**src/rtl/io_trace_capture.sv**
```systemverilog
// Pin-activity recorder: logs every change on N_CH channels into a DEPTH-entry FIFO
// with a registered valid/ready head. Define TRACE_TS_EN to add a saturating delta timestamp.
`timescale 1ns/1ps
module io_trace_capture #(
   parameter int unsigned CH_W  = 8,
   parameter int unsigned N_CH  = 3,
   parameter int unsigned DEPTH = 16,
   parameter int unsigned TS_W  = 8,
   localparam int unsigned SW   = N_CH * CH_W,
`ifdef TRACE_TS_EN
   localparam int unsigned DW   = SW + TS_W,
`else
   localparam int unsigned DW   = SW,
`endif
   localparam int unsigned AW   = $clog2(DEPTH),
   localparam int unsigned LW   = AW + 1
) (
   input  logic          clk,
   input  logic          rst_n,
   input  logic          ena,
   input  logic          arm,
   input  logic [SW-1:0] trig_mask,
   input  logic [SW-1:0] sample_in,
   output logic          rd_valid,
   input  logic          rd_ready,
   output logic [DW-1:0] rd_data,
   output logic [LW-1:0] level,
   output logic [1:0]    state,
   output logic          overflow
);

   if (DEPTH < 2 || (DEPTH & (DEPTH - 1)) != 0 || TS_W < 1) begin : g_param_check
      $error("io_trace_capture: DEPTH must be a power of two >= 2 and TS_W >= 1");
   end

   typedef enum logic [1:0] {
      IDLE    = 2'd0,
      ARMED   = 2'd1,
      CAPTURE = 2'd2,
      DONE    = 2'd3
   } state_t;

   state_t          r_state, w_state_nxt;
   logic [SW-1:0]   r_prev;
   logic [DW-1:0]   r_mem [DEPTH];
   logic [AW-1:0]   r_wr_ptr, r_rd_ptr;
   logic [LW-1:0]   r_level;
   logic            r_rd_valid;
   logic [DW-1:0]   r_rd_data;
   logic            r_overflow;

   logic            w_change, w_trig, w_pop, w_room, w_push, w_drop, w_head_ok;
   logic [AW-1:0]   w_head_ptr;
   logic [DW-1:0]   w_wdata;

   assign w_change   = ena & (sample_in != r_prev);
   assign w_trig     = ena & |((sample_in ^ r_prev) & trig_mask);
   assign w_pop      = r_rd_valid & rd_ready & ~arm;
   assign w_room     = (r_level != LW'(DEPTH)) | w_pop;
   // The head register is reloaded from storage as it stands before this edge's push,
   // which gives the one-cycle push-to-visible latency and keeps pop/valid consistent.
   assign w_head_ok  = w_pop ? (r_level > LW'(1)) : (r_level != '0);
   assign w_head_ptr = w_pop ? r_rd_ptr + AW'(1) : r_rd_ptr;

`ifdef TRACE_TS_EN
   logic [TS_W-1:0] r_ts;

   assign w_wdata = {r_ts, sample_in};

   always_ff @(posedge clk or negedge rst_n) begin
      if (!rst_n) begin
         r_ts <= '0;
      end else if (arm) begin
         r_ts <= '0;
      end else if (w_push) begin
         r_ts <= TS_W'(1);
      end else if (r_state == CAPTURE && ena && r_ts != '1) begin
         r_ts <= r_ts + TS_W'(1);
      end
   end
`else
   assign w_wdata = sample_in;
`endif

   always_comb begin
      w_state_nxt = r_state;
      w_push      = 1'b0;
      w_drop      = 1'b0;
      unique case (r_state)
         IDLE: ;
         ARMED: begin
            if (w_trig) begin
               w_push      = w_room;
               w_drop      = ~w_room;
               w_state_nxt = w_room ? CAPTURE : DONE;
            end
         end
         CAPTURE: begin
            if (w_change) begin
               w_push      = w_room;
               w_drop      = ~w_room;
               w_state_nxt = w_room ? CAPTURE : DONE;
            end
         end
         DONE: ;
         default: w_state_nxt = IDLE;
      endcase
      if (arm) begin
         w_state_nxt = ARMED;
         w_push      = 1'b0;
         w_drop      = 1'b0;
      end
   end

   always_ff @(posedge clk or negedge rst_n) begin
      if (!rst_n) begin
         r_state <= IDLE;
         r_prev  <= '0;
      end else begin
         r_state <= w_state_nxt;
         if (arm || ena) begin
            r_prev <= sample_in;
         end
      end
   end

   always_ff @(posedge clk) begin
      if (w_push) begin
         r_mem[r_wr_ptr] <= w_wdata;
      end
   end

   always_ff @(posedge clk or negedge rst_n) begin
      if (!rst_n) begin
         r_wr_ptr   <= '0;
         r_rd_ptr   <= '0;
         r_level    <= '0;
         r_rd_valid <= 1'b0;
         r_rd_data  <= '0;
         r_overflow <= 1'b0;
      end else if (arm) begin
         r_wr_ptr   <= '0;
         r_rd_ptr   <= '0;
         r_level    <= '0;
         r_rd_valid <= 1'b0;
         r_overflow <= 1'b0;
      end else begin
         if (w_push) begin
            r_wr_ptr <= r_wr_ptr + AW'(1);
         end
         if (w_pop) begin
            r_rd_ptr <= r_rd_ptr + AW'(1);
         end
         unique case ({w_push, w_pop})
            2'b10:   r_level <= r_level + LW'(1);
            2'b01:   r_level <= r_level - LW'(1);
            default: r_level <= r_level;
         endcase
         r_rd_valid <= w_head_ok;
         if (w_head_ok) begin
            r_rd_data <= r_mem[w_head_ptr];
         end
         if (w_drop) begin
            r_overflow <= 1'b1;
         end
      end
   end

   assign rd_valid = r_rd_valid;
   assign rd_data  = r_rd_data;
   assign level    = r_level;
   assign state    = r_state;
   assign overflow = r_overflow;

endmodule

```
**config.mk**
```make
export PLATFORM = sky130hd
export DESIGN_NAME = io_trace_capture
export DESIGN_NICKNAME = d
export VERILOG_FILES = /design/src/rtl/io_trace_capture.sv
export SDC_FILE = /design/constraint.sdc
export NUM_CORES = 1
export LEC_CHECK = 0
export ABC_AREA = 1
export CELL_PAD_IN_SITES_DETAIL_PLACEMENT = 1
export CELL_PAD_IN_SITES_GLOBAL_PLACEMENT = 2
export CORE_ASPECT_RATIO = 1.4
export CORE_MARGIN = 2
export CORE_UTILIZATION = 44
export DETAILED_ROUTE_END_ITERATION = 16
export HOLD_SLACK_MARGIN = 0.06
export PLACE_DENSITY_LB_ADDON = 0.1
export SLEW_MARGIN = 20
export SYNTH_ARGS = -nofsm -noshare
export SYNTH_HDL_FRONTEND = slang
export SYNTH_SLANG_ARGS = --single-unit
```
**constraint.sdc**
```tcl
create_clock -name clk -period 6.2 [get_ports clk]
set_clock_uncertainty 0.1 [all_clocks]
set_input_delay 1.86 -clock clk [delete_from_list [all_inputs] [get_ports clk]]
set_output_delay 1.86 -clock clk [all_outputs]
set_load 0.02 [all_outputs]
```
* Word level (Yosys, flattened, before mapping)
Memories as Yosys holds them, arrays and structs flattened. A register that Yosys moved wholly into a read port is not among the register bits.
Index checks and enable logic that the tools add are counted.
** Storage, ports and cells
- Register bits after elaboration :: 41
- Memory bits (writable) :: 384
- Output and inout port bits :: 33
- Memories kept :: 1
** Memory list
- r_mem :: words 16, bits a word 24, rd ports 1, clocked after memory_dff 1, wr ports 1, RTL line 45 : logic [DW-1:0] r_mem [DEPTH];
** Cells by class
- $add $sub $neg :: 4
- Order comparisons :: 1
- Eq/ne operators :: 8
- Muxes and demuxes :: 25
- Bitwise logic cells :: 9
- Reduce and logical (&&, ||, !) cells :: 10
** Operator list (count)
- 24-bit AND :: 1
- 24-bit != test :: 1
- 24-bit OR reduction :: 1
- 24-bit XOR :: 1
- 4-bit 2-to-1 mux :: 4
- 1-bit 2-to-1 mux :: 13
- 5-bit case mux with 2 select lines :: 1
- 4-bit by 1-bit adder with 4-bit output (second input constant) :: 2
- 2-bit 2-to-1 mux :: 3
- 3-bit != test (second input constant) :: 2
- 3-bit nonzero test :: 2
- 5-bit by 1-bit adder with 5-bit output (second input constant) :: 1
- 5-bit by 1-bit greater-than comparator with 1-bit output (second input constant) :: 1
- 5-bit 2-to-1 mux :: 1
- 5-bit != test (second input constant) :: 1
- 5-bit nonzero test :: 1
- 5-bit by 1-bit subtractor with 5-bit output (second input constant) :: 1
- 1-bit AND :: 4
- 2-bit by 1-bit equality test with 1-bit output (second input constant) :: 2
- 2-bit equality test (second input constant) :: 2
- 1-bit case mux with 2 select lines :: 2
- 2-bit case mux with 2 select lines :: 1
- 2-bit nonzero test :: 2
- 3-bit AND reduction :: 1
- 5 further kinds :: 6

* Depth between registers and ports, before layout
Gate-level depths: netlist of the first run.
- Depth in word-level cells :: 10
- Mapped depth :: 18
- Depth with buffers taken out :: 18

* Worst setup path after synthesis of the first run
Ideal clock, no wire load.
- Kind :: input port to flip-flop
- Start :: input sample_in[12]
- End :: memory r_mem[12][0] (netlist name) (enable)
- Data arrival time :: 4.585 ns
- Data required time :: 5.665 ns
- Setup slack :: 1.080 ns
- Stages :: 13
- Cell sequence :: inv_1 -> nand2_1 -> nand2_1 -> and2_0 -> nand2_1 -> nor2_1 -> nand3_1 -> nand2_1 -> nand2_1 -> nand3_2 -> nor2_1 -> nand2_1 -> nor3_1
** On the way
- Longest elaborated chain between the ends :: 9
- Elaborated cells between the ends (all ways) :: 12
** Ends and longest elaborated chain
- from (decl) :: RTL line 23 : input logic [SW-1:0] sample_in,
- 24-bit XOR :: RTL line 57 : assign w_trig = ena & |((sample_in ^ r_prev) & trig_mask);
- 24-bit AND :: RTL line 57
- 24-bit OR reduction :: RTL line 57
- 1-bit AND :: RTL line 57
- 1-bit 2-to-1 mux :: RTL line 92 : if (w_trig) begin
- 1-bit case mux with 2 select lines * :: RTL line 89 : unique case (r_state)
- 1-bit 2-to-1 mux * :: RTL line 108 : if (arm) begin
- 1-bit 2-to-1 mux * :: RTL line 128 : if (w_push) begin
- 1-bit 2-to-1 mux (not written as such) * :: RTL line 129 : r_mem[r_wr_ptr] <= w_wdata;
- to (decl) :: RTL line 45
Mark *: on every way between the ends. The rest lies on a longest branch, timed or not.

* Worst setup path in the final report of the first run
- Start :: input sample_in[19]
- End :: memory r_mem[4][13] (netlist name) (enable)
The elaborated chain is that of the path after synthesis.

==> metrics.csv, run 1 <==
metric,value,unit
run status,"finished, final reports clean",
"Gates resized, CTS repair",0,
total power per unit cell area,357,mW/mm^2
"commonest non-fill, non-tap cells in the layout","sky130_fd_sc_hd__edfxtp_1 (384), sky130_fd_sc_hd__inv_1 (248), sky130_fd_sc_hd__nand2_1 (245)",
Placed Area,0.0209,mm^2
residual DRC count,0,
maximum clock frequency,207,MHz
Max Cap Violations,0,
Hold Fails Final Rpt,0,
RSZ-0062 raised after global routing,no,
Vert. Die Dim,250,um
critical setup path kind,in2reg,
switching component of the power,2.36,mW
horizontal extent of the die,180,um
part of the Yosys area used for sequential elements,0.690,
wire length of the first global-routing pass,85900,um
Leakage Power,8.54,nW
number of violations reported at the end of detailed-routing iteration 0,883,
endpoint arrival time on the critical path,4.93,ns
maximum number of pins on one net before global-route repair,142,
Rel. slew slack,0.393,
"most common cell after layout, fill and taps aside",sky130_fd_sc_hd__edfxtp_1,
Hold Crit Class,reg2reg,
register cell area after layout,0.0132,mm^2
clock sink count,449,
number of cell rows,90,
Routed Antenna Nets,0,
clock-pin slew on the worst setup and hold paths,0.06,ns
number of post-CTS setup repair buffers,0,
count of yosys warnings during synthesis,0,
measured slew at the worst slew-check pin,0.909,ns
H-tree depth,2,
overall die area,0.0450,mm^2
part of the power in the clock network,0.346,
maximum fanout encountered on the critical timing path,24,
clock buffer count from CTS,45,
critical path required time,6.29,ns
total non-filler cell area in the finished layout,0.0224,mm^2
average wire length per cell after detail routing,23.9,um
type of element launching the critical path,input pin,
cell area after technology mapping,0.0191,mm^2
number of antenna cells inserted,0,
footprint of the multi-input gates,0.00467,mm^2
Synthesized Nets,1736,
"Clk Latency, worst-skew pair",0.57,ns
cell chosen for the clock root,sky130_fd_sc_hd__clkbuf_16,
dpl ws,0.777,ns
routed vias,12900,
placed wire-length estimate,35500,um
"number of placed instances, taps included",2281,
post-synthesis register bit count,449,
peak supply drop,0.000263,V
"non-filler cells, final",2365,
Tcrit/Tclk final,0.779,
combinational cell fraction of total power,0.201,
Yosys cell types,36,
Total Wirelength,56600,um
relative area change from synthesis to final layout,17.6,%
antenna violations before repair,0,
worst setup slack after layout,1.37,ns
routed vias/inst,5.45,
setup TNS after final layout,0,ns
CTS tree,built,
overflow left after global routing,0,
number of ports placed on the die boundary,86,
GR Util All Layers,0.255,
fin. max-slew vios,0,
# port buffers,85,
initial core utilization,0.444,
gpl congestion,0.800,
Placeable Area,0.0429,mm^2
"Min Clock Period, post-route",4.83,ns
number of global-route vias before repair,13700,
Post-layout nets,1839,
drt first pass iters,5,
switch share,0.295,
Sequential Power Share,0.452,
Post-Route Utilization,0.522,
per-instance average area after synthesis,11.4,um^2
number of endpoints failing setup at the final stage,0,
design internal power,5.63,mW
maximum buffer depth of the clock tree,3,
Fillers,4473,
Worst setup EP type,flip-flop,
share of cells above drive strength 1,0.0910,
# hold bufs at CTS,0,
Gate Count Post-Synth,1673,
==> cell families (layout without fill, tap and decap cells) <==
| kind of cell | Yosys count | after routing | synth area share |
|---|---|---|---|
| adder cells (fa/ha/maj) | 10 | 10 | 0.00657 |
| AO/OA/AOI/OAI | 439 | 439 | 0.130 |
| XOR/XNOR | 12 | 12 | 0.00729 |
| buffers and inverters | 342 | 482 | 0.0719 |
| multiplexers | 5 | 5 | 0.00295 |
| AND/OR/NAND/NOR | 416 | 416 | 0.0905 |
| flip-flops | 449 | 449 | 0.690 |
==> layer usage <==
layer  GRT usage  routed length [um]
met5           0                   0
met1       0.313               23000
met2       0.480               30800
met4      0.0604                1090
met3      0.0244                1690
==> area by class of cell <==
cell class / instances / area share
well taps: 552 / 0.0308
clock inverters: 27 / 0.0117
repair buffers: 146 / 0.0646
multi-input cells: 882 / 0.209
flip-flops and latches: 449 / 0.587
clock buffers: 57 / 0.0546
inverters: 252 / 0.0423
==> path summary, 6_finish.rpt <==
kind | startpoint | endpoint | slack [ns] | depth (start not counted)
max | sample_in[19] | r_mem[4][13] | 1.37 | 16
min | r_prev[11] | r_prev[11] | 0.42 | 2
max reg2reg | level[0] | r_mem[4][13] | 3.12 | 10
min reg2reg | r_prev[11] | r_prev[11] | 0.42 | 2
max in group asynchronous | rst_n | rd_data[19] | 4.21 | 1
min in group asynchronous | rst_n | rd_data[7] | 1.24 | 1
==> registers in the layout, indices dropped and copies added, names as in the netlist <==
register  count
r_mem       384
state         2
rd_valid      1
level         5
r_rd_ptr      4
rd_data      24
r_prev       24
overflow      1
r_wr_ptr      4
==> synthesized netlist by cell type <==
library cell | number | area (um^2)
sky130_fd_sc_hd__nand3_2 | 1 | 10.0
sky130_fd_sc_hd__xor2_2 | 2 | 32.5
sky130_fd_sc_hd__nor2_1 | 65 | 244
sky130_fd_sc_hd__o21ai_1 | 2 | 10.0
sky130_fd_sc_hd__dfrtp_1 | 65 | 1630
sky130_fd_sc_hd__xor2_4 | 1 | 27.5
sky130_fd_sc_hd__buf_4 | 5 | 37.5
sky130_fd_sc_hd__and2_0 | 3 | 18.8
sky130_fd_sc_hd__o211ai_1 | 98 | 736
sky130_fd_sc_hd__nand3_1 | 87 | 435
sky130_fd_sc_hd__nand2_1 | 245 | 920
sky130_fd_sc_hd__edfxtp_1 | 384 | 11500
sky130_fd_sc_hd__nand4_1 | 1 | 6.26
sky130_fd_sc_hd__a21o_1 | 1 | 7.51
sky130_fd_sc_hd__and2_1 | 2 | 12.5
sky130_fd_sc_hd__nor2_2 | 1 | 6.26
sky130_fd_sc_hd__buf_2 | 51 | 255
sky130_fd_sc_hd__inv_2 | 3 | 11.3
sky130_fd_sc_hd__inv_1 | 248 | 931
sky130_fd_sc_hd__o21ai_2 | 1 | 8.76
sky130_fd_sc_hd__xnor2_1 | 2 | 17.5
sky130_fd_sc_hd__a21oi_1 | 145 | 726
sky130_fd_sc_hd__nand2_2 | 2 | 12.5
sky130_fd_sc_hd__ha_1 | 10 | 125
sky130_fd_sc_hd__o21ai_0 | 166 | 831
sky130_fd_sc_hd__or2_1 | 2 | 12.5
sky130_fd_sc_hd__mux2_2 | 5 | 56.3
sky130_fd_sc_hd__buf_1 | 3 | 11.3
sky130_fd_sc_hd__nand3_4 | 1 | 17.5
sky130_fd_sc_hd__o21a_1 | 1 | 7.51
sky130_fd_sc_hd__inv_4 | 1 | 6.26
sky130_fd_sc_hd__a31oi_1 | 25 | 156
sky130_fd_sc_hd__clkbuf_1 | 30 | 113
sky130_fd_sc_hd__clkbuf_2 | 1 | 5.00
sky130_fd_sc_hd__xor2_1 | 7 | 61.3
sky130_fd_sc_hd__nor3_1 | 6 | 30.0
==> worst max-delay path: stages <==
cell                              delay, ns
sky130_fd_sc_hd__clkdlybuf4s50_1       0.93
sky130_fd_sc_hd__inv_1                 0.14
sky130_fd_sc_hd__nand2_1               0.12
sky130_fd_sc_hd__nand3_1               0.07
sky130_fd_sc_hd__nand2_1               0.07
sky130_fd_sc_hd__nor2_1                0.06
sky130_fd_sc_hd__nand2_1               0.07
sky130_fd_sc_hd__nor2_1                0.04
sky130_fd_sc_hd__nand2_1               0.05
sky130_fd_sc_hd__nand2_1               0.07
sky130_fd_sc_hd__nand2_1               0.11
sky130_fd_sc_hd__nand3_2               0.21
sky130_fd_sc_hd__nor2_1                0.30
sky130_fd_sc_hd__nand2_1               0.20
sky130_fd_sc_hd__nor3_2                0.15
sky130_fd_sc_hd__buf_4                 0.46
==> through the flow <==
step	power [mW]	hold WS (ns)
after CTS	8.07	0.425
after global routing	8.34	0.451
after global placement	5.25	0.389
after detailed placement	5.29	0.404
final	7.99	0.421
after floorplan	4.57	0.374
==> power by group through the flow <==
stage | registers [mW] | logic [mW] | clock network (mW)
floorplan | 3.73 | 0.838 | 0
global placement | 3.67 | 1.58 | 0
detailed placement | 3.68 | 1.61 | 0
CTS | 3.62 | 1.63 | 2.82
global route | 3.63 | 1.78 | 2.93
finish | 3.61 | 1.61 | 2.77
Power figures use the tool's default switching activity.
==> run 2: changes to the inputs <==
--- a/config.mk
+++ b/config.mk
@@ -10,7 +10,7 @@
 export CELL_PAD_IN_SITES_GLOBAL_PLACEMENT = 2
 export CORE_ASPECT_RATIO = 1.4
 export CORE_MARGIN = 2
-export CORE_UTILIZATION = 44
+export CORE_UTILIZATION = 41
 export DETAILED_ROUTE_END_ITERATION = 16
 export HOLD_SLACK_MARGIN = 0.06
 export PLACE_DENSITY_LB_ADDON = 0.1
==> constraint.sdc (replaced) <==
create_clock -name clk -period 4.83 [get_ports clk]
set_clock_uncertainty 0.1 [all_clocks]
set_input_delay 1.449 -clock clk [delete_from_list [all_inputs] [get_ports clk]]
set_output_delay 1.449 -clock clk [all_outputs]
set_load 0.02 [all_outputs]
==> run 2 against run 1 <==
  * Die area grew 7.2%
  * Non-clock buffer count rose by 50
  * Sequential share of layout area shrank 2.4 points
  * Largest cell class unchanged
  * Hold slack worse by 0.012 ns
  * Power rose by 33%
==> metrics.csv, run 2 (synthesis results as in run 1) <==
metric,value,unit,change
Total Wirelength,58700,um,+3.7%
gpl congestion,0.802,,+0.31%
endpoint arrival time on the critical path,4.23,ns,-0.70 ns
number of post-CTS setup repair buffers,0,,unchanged
maximum fanout encountered on the critical timing path,24,,unchanged
# hold bufs at CTS,0,,unchanged
dpl ws,0.0744,ns,-0.702 ns
Routed Antenna Nets,0,,unchanged
Worst Hold Slack,0.410,ns,-0.0119 ns
wire length of the first global-routing pass,87800,um,+2.2%
horizontal extent of the die,186,um,+3.5%
overflow left after global routing,0,,unchanged
number of ports placed on the die boundary,86,,unchanged
number of antenna cells inserted,0,,unchanged
flop-to-flop setup slack,1.75,ns,-1.37 ns
cell chosen for the clock root,sky130_fd_sc_hd__clkbuf_16,,
Worst Reg-to-Reg Cells,14,,+4
routed vias,13100,,+1.5%
critical setup path kind,in2reg,,
Leakage Power,8.94,nW,+4.6%
overall die area,0.0482,mm^2,+7.2%
measured slew at the worst slew-check pin,0.903,ns,-0.00564 ns
average wire length per cell after detail routing,23.7,um,-1.1%
number of violations reported at the end of detailed-routing iteration 0,749,,-15%
Tcrit/Tclk final,0.862,,
antenna violations before repair,0,,unchanged
setup TNS after final layout,0,ns,unchanged
Hold Crit Class,reg2reg,,
launch point of the critical path,sample_in[9],,
number of flip-flops under the largest register name,384,,unchanged
clock buffer count from CTS,46,,+2.2%
Post-layout nets,1890,,+2.8%
worst setup slack after layout,0.669,ns,-0.699 ns
share of cells above drive strength 1,0.117,,+0.0259
"Clk Latency, worst-skew pair",0.57,ns,about the same
"most common cell after layout, fill and taps aside",sky130_fd_sc_hd__edfxtp_1,,
fin. max-slew vios,0,,unchanged
Worst setup EP type,flip-flop,,
"number of placed instances, taps included",2396,,+5.0%
routed vias/inst,5.27,,-3.3%
residual DRC count,0,,unchanged
type of element launching the critical path,input pin,,
GR Util All Layers,0.251,,-0.00402
"Min Clock Period, post-route",4.16,ns,
peak supply drop,0.000293,V,+11%
placed wire-length estimate,39800,um,+12%
Critical Path End,r_mem[5][12],,
reg-to-reg critical path startpoint,r_prev[9],,
Vert. Die Dim,259,um,+3.5%
Max Cap Violations,0,,unchanged
total power per unit cell area,454,mW/mm^2,+27%
power consumption,10.6,mW,+33%
Biggest register,r_mem,,
# port buffers,85,,unchanged
maximum clock frequency,240,MHz,
number of global-route vias before repair,14100,,+3.0%
maximum number of pins on one net before global-route repair,83,,-42%
maximum buffer depth of the clock tree,3,,unchanged
run status,"finished, final reports clean",,
Hold Fails Final Rpt,0,,unchanged
initial core utilization,0.415,,-0.0296
Placeable Area,0.0460,mm^2,+7.1%
relative area change from synthesis to final layout,22.6,%,
"commonest non-fill, non-tap cells in the layout","sky130_fd_sc_hd__edfxtp_1 (384), sky130_fd_sc_hd__inv_1 (248), sky130_fd_sc_hd__nand2_1 (245)",,
RSZ-0062 raised after global routing,no,,
drt first pass iters,5,,unchanged
H-tree depth,2,,unchanged
Rel. slew slack,0.396,,+0.00299
number of cell rows,93,,+3.3%
clock sink count,449,,unchanged
clock-pin slew on the worst setup and hold paths,0.06,ns,about the same
number of endpoints failing setup at the final stage,0,,unchanged
critical path required time,4.90,ns,-1.39 ns
"non-filler cells, final",2481,,+4.9%
Reg2Reg Capture Point,r_mem[5][12],,
"Gates resized, CTS repair",0,,unchanged
CTS tree,built,,
-- run 2: cell types whose count changed in the layout (fill, tap and decap cells not counted) --
cell,change
sky130_fd_sc_hd__buf_12,+32
sky130_fd_sc_hd__buf_4,+19
sky130_fd_sc_hd__clkinv_1,-6
sky130_fd_sc_hd__clkinv_2,-5
sky130_fd_sc_hd__clkbuf_1,+4
sky130_fd_sc_hd__clkbuf_8,+4
sky130_fd_sc_hd__bufinv_16,+2
sky130_fd_sc_hd__buf_6,-1
sky130_fd_sc_hd__clkinv_4,+1
sky130_fd_sc_hd__clkinvlp_4,+1
sky130_fd_sc_hd__xor2_2,-1
sky130_fd_sc_hd__xor2_4,+1
-- run 2: metal layers --
metal	track usage	vias to the layer above	routed length, um
met1	0.279	6645	22200
met2	0.475	228	31900
li1	-	6116	-
met4	0.112	0	2870
met3	0.0251	91	1720
met5	0	-	0
-- run 2: worst min-delay path by stage --
| stage | cells after the start | slack (ns) | endpoint | from |
|---|---|---|---|---|
| final | 1 | 0.41 | overflow | overflow |
| after CTS | 1 | 0.41 | overflow | overflow |
| after global routing | 1 | 0.44 | overflow | overflow |
| after detailed placement | 1 | 0.39 | overflow | overflow |
| after floorplan | 2 | 0.37 | r_prev[0] | r_prev[0] |
| after global placement | 2 | 0.39 | r_prev[3] | r_prev[3] |
-- run 2: per-stage QoR --
| stage | instance area, um^2 | util |
|---|---|---|
| 2_1_floorplan | 19100 | - |
| 3_3_place_gp | 21800 | 0.474 |
| 3_5_place_dp | 21800 | 0.474 |
| 4_1_cts | 23400 | 0.508 |
| 5_1_grt | 23400 | 0.508 |
| 6_report | 23400 | 0.508 |
-- run 2: cell type report --
cell class,instances,area [um^2]
Clock buffer,65,1290
Sequential cell,449,13200
Inverter,252,948
Clock inverter,20,292
Tap cell,617,772
Fill cell,4821,22600
Timing Repair Buffer,196,2220
Multi-Input combinational cell,882,4690
-- run 2: where the power goes --
| part | internal, mW | leakage (nW) | switching, mW |
|---|---|---|---|
| clock | 2.25 | 0.766 | 1.52 |
| combinational | 0.809 | 3.94 | 1.40 |
| sequential | 4.44 | 4.23 | 0.178 |
-- run 2: worst max-delay path: stages --
cell and delay, ns:
sky130_fd_sc_hd__clkdlybuf4s50_1 0.53, sky130_fd_sc_hd__inv_1 0.07, sky130_fd_sc_hd__nand2_1 0.09, sky130_fd_sc_hd__nand3_1 0.33
sky130_fd_sc_hd__nand2_1 0.19, sky130_fd_sc_hd__nor2_1 0.06, sky130_fd_sc_hd__nand2_1 0.05, sky130_fd_sc_hd__nor2_1 0.04
sky130_fd_sc_hd__nand2_1 0.08, sky130_fd_sc_hd__nand2_1 0.09, sky130_fd_sc_hd__nand2_1 0.11, sky130_fd_sc_hd__nand3_2 0.09
sky130_fd_sc_hd__inv_1 0.10, sky130_fd_sc_hd__nand2_1 0.09, sky130_fd_sc_hd__buf_12 0.15, sky130_fd_sc_hd__nor2_4 0.68
==> run 3: changes to the inputs <==
--- a/config.mk
+++ b/config.mk
@@ -10,9 +10,10 @@
 export CELL_PAD_IN_SITES_GLOBAL_PLACEMENT = 2
 export CORE_ASPECT_RATIO = 1.4
 export CORE_MARGIN = 2
-export CORE_UTILIZATION = 41
+export CORE_UTILIZATION = 37
+export CTS_CLUSTER_DIAMETER = 60
 export DETAILED_ROUTE_END_ITERATION = 16
-export HOLD_SLACK_MARGIN = 0.06
+export HOLD_SLACK_MARGIN = 0.08
 export PLACE_DENSITY_LB_ADDON = 0.1
 export SLEW_MARGIN = 20
 export SYNTH_ARGS = -nofsm -noshare
==> constraint.sdc (replaced) <==
create_clock -name clk -period 3.4 [get_ports clk]
set_clock_uncertainty 0.1 [all_clocks]
set_input_delay 1.02 -clock clk [delete_from_list [all_inputs] [get_ports clk]]
set_output_delay 1.02 -clock clk [all_outputs]
set_load 0.02 [all_outputs]
==> run 3 against run 2 <==
  * Clock power rose by 43%
  * Sequential share of layout area fell by 2.8 points
  * Routed wire length rose by 8.0%
  * First-iteration DRC count fell by 2.4%
  * Register-to-register slack got worse by 1.1 ns
  * Sequential power rose by 42%
  * Utilization fell by 2.6 points
  * Global-route usage fell by 1.0 points
  * Critical endpoint is now r_mem[8][10]
  * Largest cell class unchanged
==> metrics.csv, run 3 (synthesis results as in run 1) <==
metric,value,unit,change
fin. max-slew vios,0,,unchanged
"most common cell after layout, fill and taps aside",sky130_fd_sc_hd__edfxtp_1,,
Max Cap Violations,0,,unchanged
max incr delay on CP,0.58,ns,-0.10 ns
residual DRC count,0,,unchanged
"Min Clock Period, post-route",3.32,ns,
Placeable Area,0.0510,mm^2,+11%
placed wire-length estimate,39300,um,-1.1%
number of ports placed on the die boundary,86,,unchanged
routed vias/inst,5.19,,-1.6%
Worst setup EP type,flip-flop,,
drt first pass iters,5,,unchanged
overflow left after global routing,0,,unchanged
Leakage Power,9.52,nW,+6.5%
reg-to-reg critical path startpoint,r_prev[4],,
number of endpoints failing setup at the final stage,0,,unchanged
Vert. Die Dim,273,um,+5.2%
"commonest non-fill, non-tap cells in the layout","sky130_fd_sc_hd__edfxtp_1 (384), sky130_fd_sc_hd__inv_1 (248), sky130_fd_sc_hd__nand2_1 (239)",,
launch point of the critical path,sample_in[5],,
overall die area,0.0534,mm^2,+11%
Post-layout nets,1994,,+5.5%
# port buffers,85,,unchanged
measured slew at the worst slew-check pin,0.581,ns,-0.323 ns
Tcrit/Tclk final,0.978,,
routed vias,13600,,+3.8%
Rel. slew slack,0.613,,+0.217
"Clk Latency, worst-skew pair",0.59,ns,+0.02 ns
maximum number of pins on one net before global-route repair,56,,-33%
Biggest register,r_mem,,
horizontal extent of the die,196,um,+5.2%
maximum clock frequency,301,MHz,
GR Util All Layers,0.240,,-0.0101
number of flip-flops under the largest register name,384,,unchanged
critical setup path kind,in2reg,,
Crit-path slowest cell,sky130_fd_sc_hd__clkdlybuf4s50_1,,
number of cell rows,98,,+5.4%
critical path required time,3.60,ns,-1.30 ns
Total Wirelength,63400,um,+8.0%
Hold Crit Class,in2async,,
maximum buffer depth of the clock tree,3,,unchanged
maximum fanout encountered on the critical timing path,5,,-79%
total power per unit cell area,628,mW/mm^2,+38%
"number of placed instances, taps included",2476,,+3.3%
Routed Antenna Nets,0,,unchanged
initial core utilization,0.374,,-0.0410
Hold Fails Final Rpt,0,,unchanged
number of antenna cells inserted,0,,unchanged
average wire length per cell after detail routing,24.2,um,+2.4%
share of cells above drive strength 1,0.169,,+0.0518
clock buffer count from CTS,48,,+4.3%
"non-filler cells, final",2617,,+5.5%
type of element launching the critical path,input pin,,
# hold bufs at CTS,0,,unchanged
number of violations reported at the end of detailed-routing iteration 0,731,,-2.4%
CTS tree,built,,
antenna violations before repair,0,,unchanged
gpl congestion,0.778,,-3.0%
clock sink count,449,,unchanged
endpoint arrival time on the critical path,3.53,ns,-0.70 ns
H-tree depth,2,,unchanged
relative area change from synthesis to final layout,29.1,%,
wire length of the first global-routing pass,92900,um,+5.9%
run status,"finished, final reports clean",,
Post-Route Utilization,0.482,,-0.0260
clock-pin slew on the worst setup and hold paths,0.07,ns,about the same
cell chosen for the clock root,sky130_fd_sc_hd__clkbuf_16,,
flop-to-flop setup slack,0.66,ns,-1.09 ns
ordered cell list for the critical path,"clkdlybuf4s50_1, or2_1, nand3_1, nand2_1, inv_1, nand2_2, nor2_1, nand2_1, nand2_2, nand2_2, nand3_4, buf_6, nor2_4, nand2_1, buf_6, nor3_4, buf_6, clkbuf_16",,
number of global-route vias before repair,14100,,-0.46%
peak supply drop,0.000547,V,+87%
==> run 3: cell count changes in the layout (fill, tap and decap cells not counted), sizes merged <==
cell / previous run / this run
inv: 254 / 253
clkinv: 8 / 16
dlygate4sd2: 0 / 5
clkdlybuf4s50: 84 / 79
clkbuf: 65 / 64
bufinv: 7 / 6
nor2: 66 / 75
clkinvlp: 3 / 1
buf: 112 / 203
==> run 3: final cells by class <==
type                            instances  area, um^2
Clock buffer                           62        1290
Clock inverter                         24         293
Fill cell                            5333       26400
Inverter                              252         948
Multi-Input combinational cell        891        4860
Sequential cell                       449       13200
Tap cell                              650         813
Timing Repair Buffer                  289        3240
==> run 3: per-layer routing <==
metal,GRT usage,part of all wire,vias to the layer above
met5,0,0,-
met2,0.450,0.54,226
li1,-,-,6338
met3,0.0272,0.031,94
met4,0.0740,0.028,0
met1,0.289,0.40,6923
==> run 3: timing repair <==
item / CTS / global route
setup endpoints to repair: 312 / 145
buffers inserted: 34 / 8
pin swaps: 19 / 4
gates cloned: 10 / 3
resized for setup: 22 / 14
hold endpoints to repair: 0 / 0
==> run 3: report_power, final <==
group	internal, mW	total [mW]	switching [mW]
Sequential	6.31	6.55	0.241
Clock	3.15	5.40	2.25
Combinational	1.40	3.50	2.10
==> run 3: worst paths after layout <==
path	end	cells after the start
min reg2reg	r_prev[0]	2
max in group asynchronous	rd_data[11]	2
max reg2reg	r_mem[8][10]	16
min	level[1]	1
max	r_mem[8][10]	18
min in group clk	r_prev[0]	2
==> run 3: stage by stage <==
stage	power [mW]	setup slack [ns]	cell area (um^2)	TNS [ns]	hold slack [ns]
3_5_place_dp	10.1	-1.02	22200	-317.46	0.401
4_1_cts	15.6	-0.0175	24400	-0.0858	0.299
5_1_grt	16.1	-0.0416	24600	-0.705	0.324
6_report	15.5	0.0764	24600	0	0.310
3_3_place_gp	10.1	-0.964	22100	-309.41	0.388
2_1_floorplan	8.34	-0.193	19100	-18.52	0.374
==> run 3: worst max-delay path, delay by kind of cell <==
kind,cells,cell delay [ns]
buffers and inverters,6,1.25
AND/OR/NAND/NOR,12,1.22
